--- config.mk ---
export PLATFORM = sky130hd
export DESIGN_NAME = cpu_interrupt_acknowledge_sequencer
export DESIGN_NICKNAME = d
export VERILOG_FILES = /design/src/rtl/cpu_interrupt_acknowledge_sequencer_pkg.sv /design/src/rtl/cpu_interrupt_acknowledge_sequencer_inta_phase_timer.sv /design/src/rtl/cpu_interrupt_acknowledge_sequencer.sv
export SDC_FILE = /design/constraint.sdc
export NUM_CORES = 1
export LEC_CHECK = 0
export BUFFER_PORTS_ARGS = -buffer_cell sky130_fd_sc_hd__buf_2
export CORE_AREA = 2 2 66 68
export CTS_CLUSTER_SIZE = 30
export DETAILED_ROUTE_END_ITERATION = 8
export DIE_AREA = 0 0 68 70
export GPL_ROUTABILITY_DRIVEN = 0
export HOLD_SLACK_MARGIN = 0.1
export PLACE_DENSITY = 0.75
export SLEW_MARGIN = 0
export SYNTH_ARGS = -nofsm -noshare
export SYNTH_HDL_FRONTEND = slang
export SYNTH_SLANG_ARGS = --single-unit
--- constraint.sdc ---
create_clock -name clock -period 4.8 [get_ports clock]
set_input_delay 0.96 -clock clock [delete_from_list [all_inputs] [get_ports clock]]
set_output_delay 0.96 -clock clock [all_outputs]
set_load 0.01 [all_outputs]
--- src/rtl/cpu_interrupt_acknowledge_sequencer_pkg.sv ---
// Shared definitions for the 8259A INTA initiator: FSM states, CALL opcode and mode encodings.
package cpu_interrupt_acknowledge_sequencer_pkg;

  typedef enum logic [1:0] {
    IDLE       = 2'd0,
    PULSE_LOW  = 2'd1,
    PULSE_HIGH = 2'd2,
    DONE       = 2'd3
  } state_t;

  localparam logic [7:0] CALL_OPCODE = 8'hCD;
  localparam logic       MODE_8086   = 1'b1;
  localparam logic       MODE_MCS80  = 1'b0;

  function automatic int max_int(input int a, input int b);
    return (a > b) ? a : b;
  endfunction

endpackage

--- src/rtl/cpu_interrupt_acknowledge_sequencer_inta_phase_timer.sv ---
// Down-counting phase timer: loaded with (length-1) on phase entry, flags the last cycle of the phase.
module inta_phase_timer #(
  parameter int CNT_W = 3
) (
  input  logic             clock,
  input  logic             reset_n,
  input  logic             load,
  input  logic             run,
  input  logic [CNT_W-1:0] load_value,
  output logic             phase_done
);

  logic [CNT_W-1:0] count;

  always_ff @(posedge clock or negedge reset_n) begin
    if (!reset_n) begin
      count <= '0;
    end else if (load) begin
      count <= load_value;
    end else if (run && (count != '0)) begin
      count <= count - CNT_W'(1);
    end
  end

  assign phase_done = run && (count == '0);

endmodule

--- src/rtl/cpu_interrupt_acknowledge_sequencer.sv ---
// CPU-side 8259A INTA initiator: drives 2 (8086) or 3 (MCS-80) INTA# pulses, samples the PIC bytes,
// and hands the vector / CALL address to the core via a valid/taken handshake.
//
// state      | meaning
// IDLE       | waiting for INT & IF with no result pending
// PULSE_LOW  | INTA# low, PIC drives data_bus; byte sampled at the closing edge
// PULSE_HIGH | INTA# high between pulses, bus still locked
// DONE       | result valid, waiting for vector_taken
module cpu_interrupt_acknowledge_sequencer
  import cpu_interrupt_acknowledge_sequencer_pkg::*;
#(
  parameter int INTA_LOW_CYCLES  = 4,
  parameter int INTA_HIGH_CYCLES = 2
) (
  input  logic        clock,
  input  logic        reset_n,
  input  logic        interrupt_request,
  input  logic        interrupt_enable,
  input  logic        u8086_or_mcs80_config,
  input  logic [7:0]  data_bus,
  input  logic        vector_taken,
  output logic        interrupt_acknowledge_n,
  output logic        bus_lock,
  output logic        busy,
  output logic        vector_valid,
  output logic [7:0]  interrupt_vector,
  output logic [15:0] call_address,
  output logic        call_opcode_error
);

  localparam int CNT_W = $clog2(max_int(INTA_LOW_CYCLES, INTA_HIGH_CYCLES) + 1);
  localparam logic [CNT_W-1:0] LOW_LOAD  = CNT_W'(INTA_LOW_CYCLES - 1);
  localparam logic [CNT_W-1:0] HIGH_LOAD = CNT_W'(INTA_HIGH_CYCLES - 1);

  state_t      state, state_d;
  logic        mode, mode_d;
  logic [1:0]  pulse_index, pulse_index_d;
  logic [7:0]  low_byte, low_byte_d;
  logic        inta_n_d, bus_lock_d, valid_d, err_d;
  logic [7:0]  vector_d;
  logic [15:0] call_d;
  logic        timer_load, timer_run, phase_done, last_pulse;
  logic [CNT_W-1:0] timer_value;

  inta_phase_timer #(.CNT_W(CNT_W)) u_timer (
    .clock      (clock),
    .reset_n    (reset_n),
    .load       (timer_load),
    .run        (timer_run),
    .load_value (timer_value),
    .phase_done (phase_done)
  );

  always_ff @(posedge clock or negedge reset_n) begin
    if (!reset_n) begin
      state                   <= IDLE;
      mode                    <= MODE_8086;
      pulse_index             <= 2'd0;
      low_byte                <= 8'h00;
      interrupt_acknowledge_n <= 1'b1;
      bus_lock                <= 1'b0;
      vector_valid            <= 1'b0;
      interrupt_vector        <= 8'h00;
      call_address            <= 16'h0000;
      call_opcode_error       <= 1'b0;
    end else begin
      state                   <= state_d;
      mode                    <= mode_d;
      pulse_index             <= pulse_index_d;
      low_byte                <= low_byte_d;
      interrupt_acknowledge_n <= inta_n_d;
      bus_lock                <= bus_lock_d;
      vector_valid            <= valid_d;
      interrupt_vector        <= vector_d;
      call_address            <= call_d;
      call_opcode_error       <= err_d;
    end
  end

  assign last_pulse = (mode == MODE_8086) ? (pulse_index == 2'd1) : (pulse_index == 2'd2);
  assign timer_run  = (state == PULSE_LOW) || (state == PULSE_HIGH);
  assign busy       = (state != IDLE);

  always_comb begin
    state_d       = state;
    mode_d        = mode;
    pulse_index_d = pulse_index;
    low_byte_d    = low_byte;
    inta_n_d      = interrupt_acknowledge_n;
    bus_lock_d    = bus_lock;
    valid_d       = vector_valid;
    vector_d      = interrupt_vector;
    call_d        = call_address;
    err_d         = call_opcode_error;
    timer_load    = 1'b0;
    timer_value   = LOW_LOAD;

    unique case (state)
      IDLE: begin
        if (interrupt_request && interrupt_enable && !vector_valid) begin
          state_d       = PULSE_LOW;
          mode_d        = u8086_or_mcs80_config;
          pulse_index_d = 2'd0;
          err_d         = 1'b0;
          inta_n_d      = 1'b0;
          bus_lock_d    = 1'b1;
          timer_load    = 1'b1;
          timer_value   = LOW_LOAD;
        end
      end
      PULSE_LOW: begin
        if (phase_done) begin
          inta_n_d = 1'b1;
          if ((pulse_index == 2'd0) && (mode == MODE_MCS80)) begin
            err_d = (data_bus != CALL_OPCODE);
          end
          if (pulse_index == 2'd1) begin
            low_byte_d = data_bus;
          end
          if (last_pulse) begin
            state_d    = DONE;
            bus_lock_d = 1'b0;
            valid_d    = 1'b1;
            // 8086 ends on pulse 2, so the byte on the bus right now is the vector
            if (mode == MODE_8086) begin
              vector_d = data_bus;
              call_d   = {8'h00, data_bus};
            end else begin
              vector_d = low_byte;
              call_d   = {data_bus, low_byte};
            end
          end else begin
            state_d     = PULSE_HIGH;
            timer_load  = 1'b1;
            timer_value = HIGH_LOAD;
          end
        end
      end
      PULSE_HIGH: begin
        if (phase_done) begin
          state_d       = PULSE_LOW;
          pulse_index_d = pulse_index + 2'd1;
          inta_n_d      = 1'b0;
          timer_load    = 1'b1;
          timer_value   = LOW_LOAD;
        end
      end
      DONE: begin
        if (vector_taken) begin
          valid_d = 1'b0;
          state_d = IDLE;
        end
      end
      default: state_d = IDLE;
    endcase
  end

endmodule

After elaboration in Yosys (flattened, before gate mapping) --
Index checks and enable logic that the tools add are counted.
Cells by class: $add $sub $neg 2, multipliers 0, div/mod/pow operators 0, order comparisons 0, eq/ne operators 12, shifts and indexed selects 0, mux-type cells 37, bitwise logic cells 1, reductions and logical operators 26
Operators by type and width (count):
- AND reduction 4 bit | 5
- 2-to-1 mux 2 bit | 9
- 2-to-1 mux 1 bit | 17
- 2-to-1 mux 16 bit | 1
- inequality test 2 bit, second input constant | 5
- nonzero test 2 bit | 5
- AND reduction 3 bit | 3
- 2-to-1 mux 8 bit | 1
- inequality test 8 bit, second input constant | 1
- one-hot mux 2 bit (4 select lines) | 1
- equality test 2 bit, second input constant | 3
- 2-to-1 mux 3 bit | 2
- one-hot mux 1 bit (2 select lines) | 3
- one-hot mux 1 bit (3 select lines) | 2
- nonzero test 3 bit | 2
- logical AND 1 bit | 5
- equality test 2 x 1 -> 1 bit, second input constant | 2
- zero test 2 bit | 2
- one-hot mux 2 bit (2 select lines) | 1
- zero test 3 bit | 1
- subtractor 3 x 1 -> 3 bit, second input constant | 1
- adder 2 x 1 -> 2 bit, second input constant | 1
- inequality test 2 x 1 -> 1 bit, second input constant | 1
- AND reduction 2 bit | 1
- other kinds (3) | 3
Word-level totals: bits in registers 44, latch bits 0, bits in writable memories 0, bits in read-only memories 0, input port bits 14, output and inout bits 29, word-level logic and storage cells 89, memories kept 0

Depth between registers and ports, before layout --
word-level depth 6, gate-level depth with buffers 7, gate-level depth less buffers 6

By module --
From an unflattened synthesis, not the netlist that was laid out.
Unflattened totals: cells, all modules 189, area, all modules 2003.2 um2
By module, submodules not included:
- cpu_interrupt_acknowledge_sequencer | instances 1, cells an instance 165, area an instance 1795.5 um2
- inta_phase_timer | instances 1, cells an instance 24, area an instance 207.7 um2

Worst setup path before layout --
Ideal clock, no wire load.
path kind register -> output, from register state[0], to output busy, arrival time 1.090 ns, path slack 2.750 ns, cell stages (with the launch flop) 5, buffers on the path 1, path through dfrtp_1 -> inv_1 -> ha_1 -> buf_1 -> inv_1
Between the ends: longest elaborated chain between the ends 1
RTL lines:
- start, declared | RTL line cpu_interrupt_acknowledge_sequencer.sv:35 | state_t state, state_d;
- start signal, assigned | RTL line cpu_interrupt_acknowledge_sequencer.sv:67 | state <= state_d;
- nonzero test 2 bit | RTL line cpu_interrupt_acknowledge_sequencer.sv:82 | assign busy = (state != IDLE);
- end, declared | RTL line cpu_interrupt_acknowledge_sequencer.sv:24 | output logic busy,
Every way passes these cells.

Worst setup path after layout --
Ends and elaborated chain as after synthesis.

==> flow_metrics.tcl <==
set metrics [dict create \
    post-cts-setup-buffers 0 \
    fin_crit_ns 2.56 \
    initial_core_util 0.495 \
    worst_setup_path_start_kind "register" \
    grt_pass1_wl_mm 7.29 \
    worst-endpoint-arrival_ns 1.60 \
    max_clock_freq_ghz 0.391 \
    cts_resized 0 \
    worstSkewPairLatency_ns 0.30 \
    syn_nets 211 \
    fin_tns_setup_ns 0 \
    path_max_fanout 12 \
    switching_share 0.404 \
    antenna_found_initial 0 \
    finalHoldViolations 0 \
    coreArea_um2 4140 \
    top_layer "met4" \
    critPathCaptureType "primary output" \
    ys_seq_area_frac 0.440 \
    finish.utilization 0.559 \
    irDropWorstVdd_mv 0.316 \
    cts_tree "yes" \
    track_usage 0.203 \
    p_switching_mw 0.613 \
    synth_top_family_by_area "compound AO/OA/AOI/OAI gates" \
    die_x_um 68 \
    dieHeight_um 70 \
    grt_pass1_vias 1514 \
    place_area_um2 2220 \
    area_growth_pct 12.7 \
    ys_warn_count 0 \
    power.total_mw 1.52 \
    pwr-share-seq 0.362 \
    rsz0062_at_grt "no" \
    finalCritPeriodShare 0.533 \
    clockBufferDepth 2 \
    synth_edf_count 0 \
    htreeDepth 2 \
    maxCapViolCount 0 \
    skew_ns 0.0101 \
    critical_path_class "reg -> out" \
    nets 243 \
    synthCells 187 \
    p_comb_frac 0.488 \
    p_clk_frac 0.150 \
    root_buffer "clkbuf_8" \
    cts_inserted_buffers 5 \
    wl_met2_mm 2.03 \
    required_ns 3.84 \
    wl_met3_um 202 \
    postCtsHoldBufs 0 \
    synth_flop_cell "dfrtp_1" \
    avgSynthCellArea_um2 11.0 \
    muxShareOfSynthArea 0.141 \
    slew_viol_final 0 \
    wl_per_cell_um 15.6 \
    async_flop_share 1.00 \
    whs_ns 0.509 \
    slew_headroom 0.480 \
    routed_via_density 5.61 \
    fin_area_um2 2310 \
    yosys.area_share.simple 0.0695 \
    place_hpwl_mm 2.97 \
    finalSetupViolCount 0 \
    grt-ovfl-total 0 \
    antenna_left 0 \
    synth_area_um2 2050 \
    p_int_mw 0.904 \
    synthDistinctLibCells 47 \
    worst_pin_slew_ns 0.780 \
    wirelength_mm 4.25 \
    vias 1527 \
    p_leak_nw 1.10 \
    p_per_area_nw_per_um2 655 \
    synth_xor_area_frac 0.00427 \
    synthAdderAreaFrac 0.0609 \
    status "complete, no violations" \
    drcViolationCount 0 \
    ios 43 \
    drive_gt1_frac 0.314 \
    dieArea_um2 4760 \
    synth_seq_cells 36 \
    cts.clk_slew.worst_paths_ns 0.06 \
    num_antenna_cells 0 \
    drt-initial-drc-count 111 \
    grt_max_degree 37 \
    cts_sinks 36 \
    rows 24 \
    drt-pass1-iter-count 4 \
    synth_compound_area_frac 0.193 \
    hold_class "reg -> reg" \
    io_buffers 42 \
    wl_met1_mm 1.92 \
]
-- synthesized netlist by cell type (2+ instances only) --
cell        n  area (um2)
dfrtp_1    34         851
a21oi_1    22         110
inv_1      19        71.3
mux2i_1    11         110
ha_1       10         125
buf_4       9        67.6
mux2_4      9         135
o21ai_0     9        45.0
o41ai_1     8        70.1
buf_2       5        25.0
o211ai_1    4        30.0
mux2_2      3        33.8
nand2_1     3        11.3
nand3_1     3        15.0
clkbuf_1    2        7.51
dfstp_2     2        52.6
nand4b_1    2        17.5
nor2b_1     2        12.5
o2bb2ai_1   2        17.5
-- kinds of logic (layout without fill, tap and decap cells) --
logic type               Yosys count  in the layout
AO/OA/AOI/OAI                     58             58
buffers and inverters             37             70
flip-flops                        36             36
multiplexers                      24             24
AND/OR/NAND/NOR                   21             21
adder cells (fa/ha/maj)           10             10
XOR/XNOR                           1              1
-- power by group through the flow --
stage / Combinational, mW / Clock, mW / Sequential [mW]
finish: 0.740 / 0.228 / 0.549
global route: 0.828 / 0.249 / 0.572
CTS: 0.747 / 0.236 / 0.550
detailed placement: 0.740 / 0 / 0.553
global placement: 0.727 / 0 / 0.548
floorplan: 0.561 / 0 / 0.554
-- layout make-up --
type / instances / area (um2)
sequential: 36 / 903
inverter: 19 / 71.3
tap: 52 / 65.1
clock inverter: 1 / 7.51
fill: 368 / 1830
multi-input combinational: 114 / 963
timing repair buffer: 43 / 218
clock buffer: 7 / 86.3
-- sequential cells by signal, indices dropped and copies added (netlist names) --
signal and count:
interrupt_vector 7, state 2, call_address 9, call_opcode_error 1
mode 1, interrupt_acknowledge_n 1, pulse_index 2, low_byte 8
u_timer.count 3, vector_valid 1, bus_lock 1
-- critical path, cell delays in order, from the launching register on --
cell and delay (ns):
dfrtp_1 0.42, inv_1 0.11, ha_1 0.45, inv_1 0.15, buf_2 0.17
-- per-layer routing --
layer,track usage,vias to the layer above
met5,0,-
li1,-,738
met4,0.109,0
met2,0.284,39
met3,0.0370,8
met1,0.294,742
-- final timing paths --
check	slack, ns	startpoint	depth (start not counted)	end
hold / removal	0.51	call_address[9]	2	call_address[9]
setup / recovery	2.24	state[0]	4	busy
hold reg to reg	0.51	call_address[9]	2	call_address[9]
max in group asynchronous	3.56	reset_n	1	state[0]
setup reg to reg	2.53	u_timer.count[0]	6	interrupt_vector[1]
min in group asynchronous	0.73	reset_n	1	low_byte[3]
-- layout by cell type, fill, tap and decap left out, types with 2 or more instances in the layout --
cell type,instances
buf_2,42
dfrtp_1,34
a21oi_1,22
inv_1,19
mux2i_1,11
ha_1,10
mux2_4,9
o21ai_0,9
o41ai_1,8
clkbuf_8,6
o211ai_1,4
nand2_1,3
mux2_2,3
nand3_1,3
nand4b_1,2
nor2b_1,2
o2bb2ai_1,2
dfstp_2,2
-- stage by stage --
step	worst slack, ns	std cells
6_report	2.24	272
5_1_grt	2.12	272
4_1_cts	2.24	272
3_5_place_dp	2.56	264
3_3_place_gp	2.58	264
2_1_floorplan	2.75	187
(Power assumes the default switching activity.)
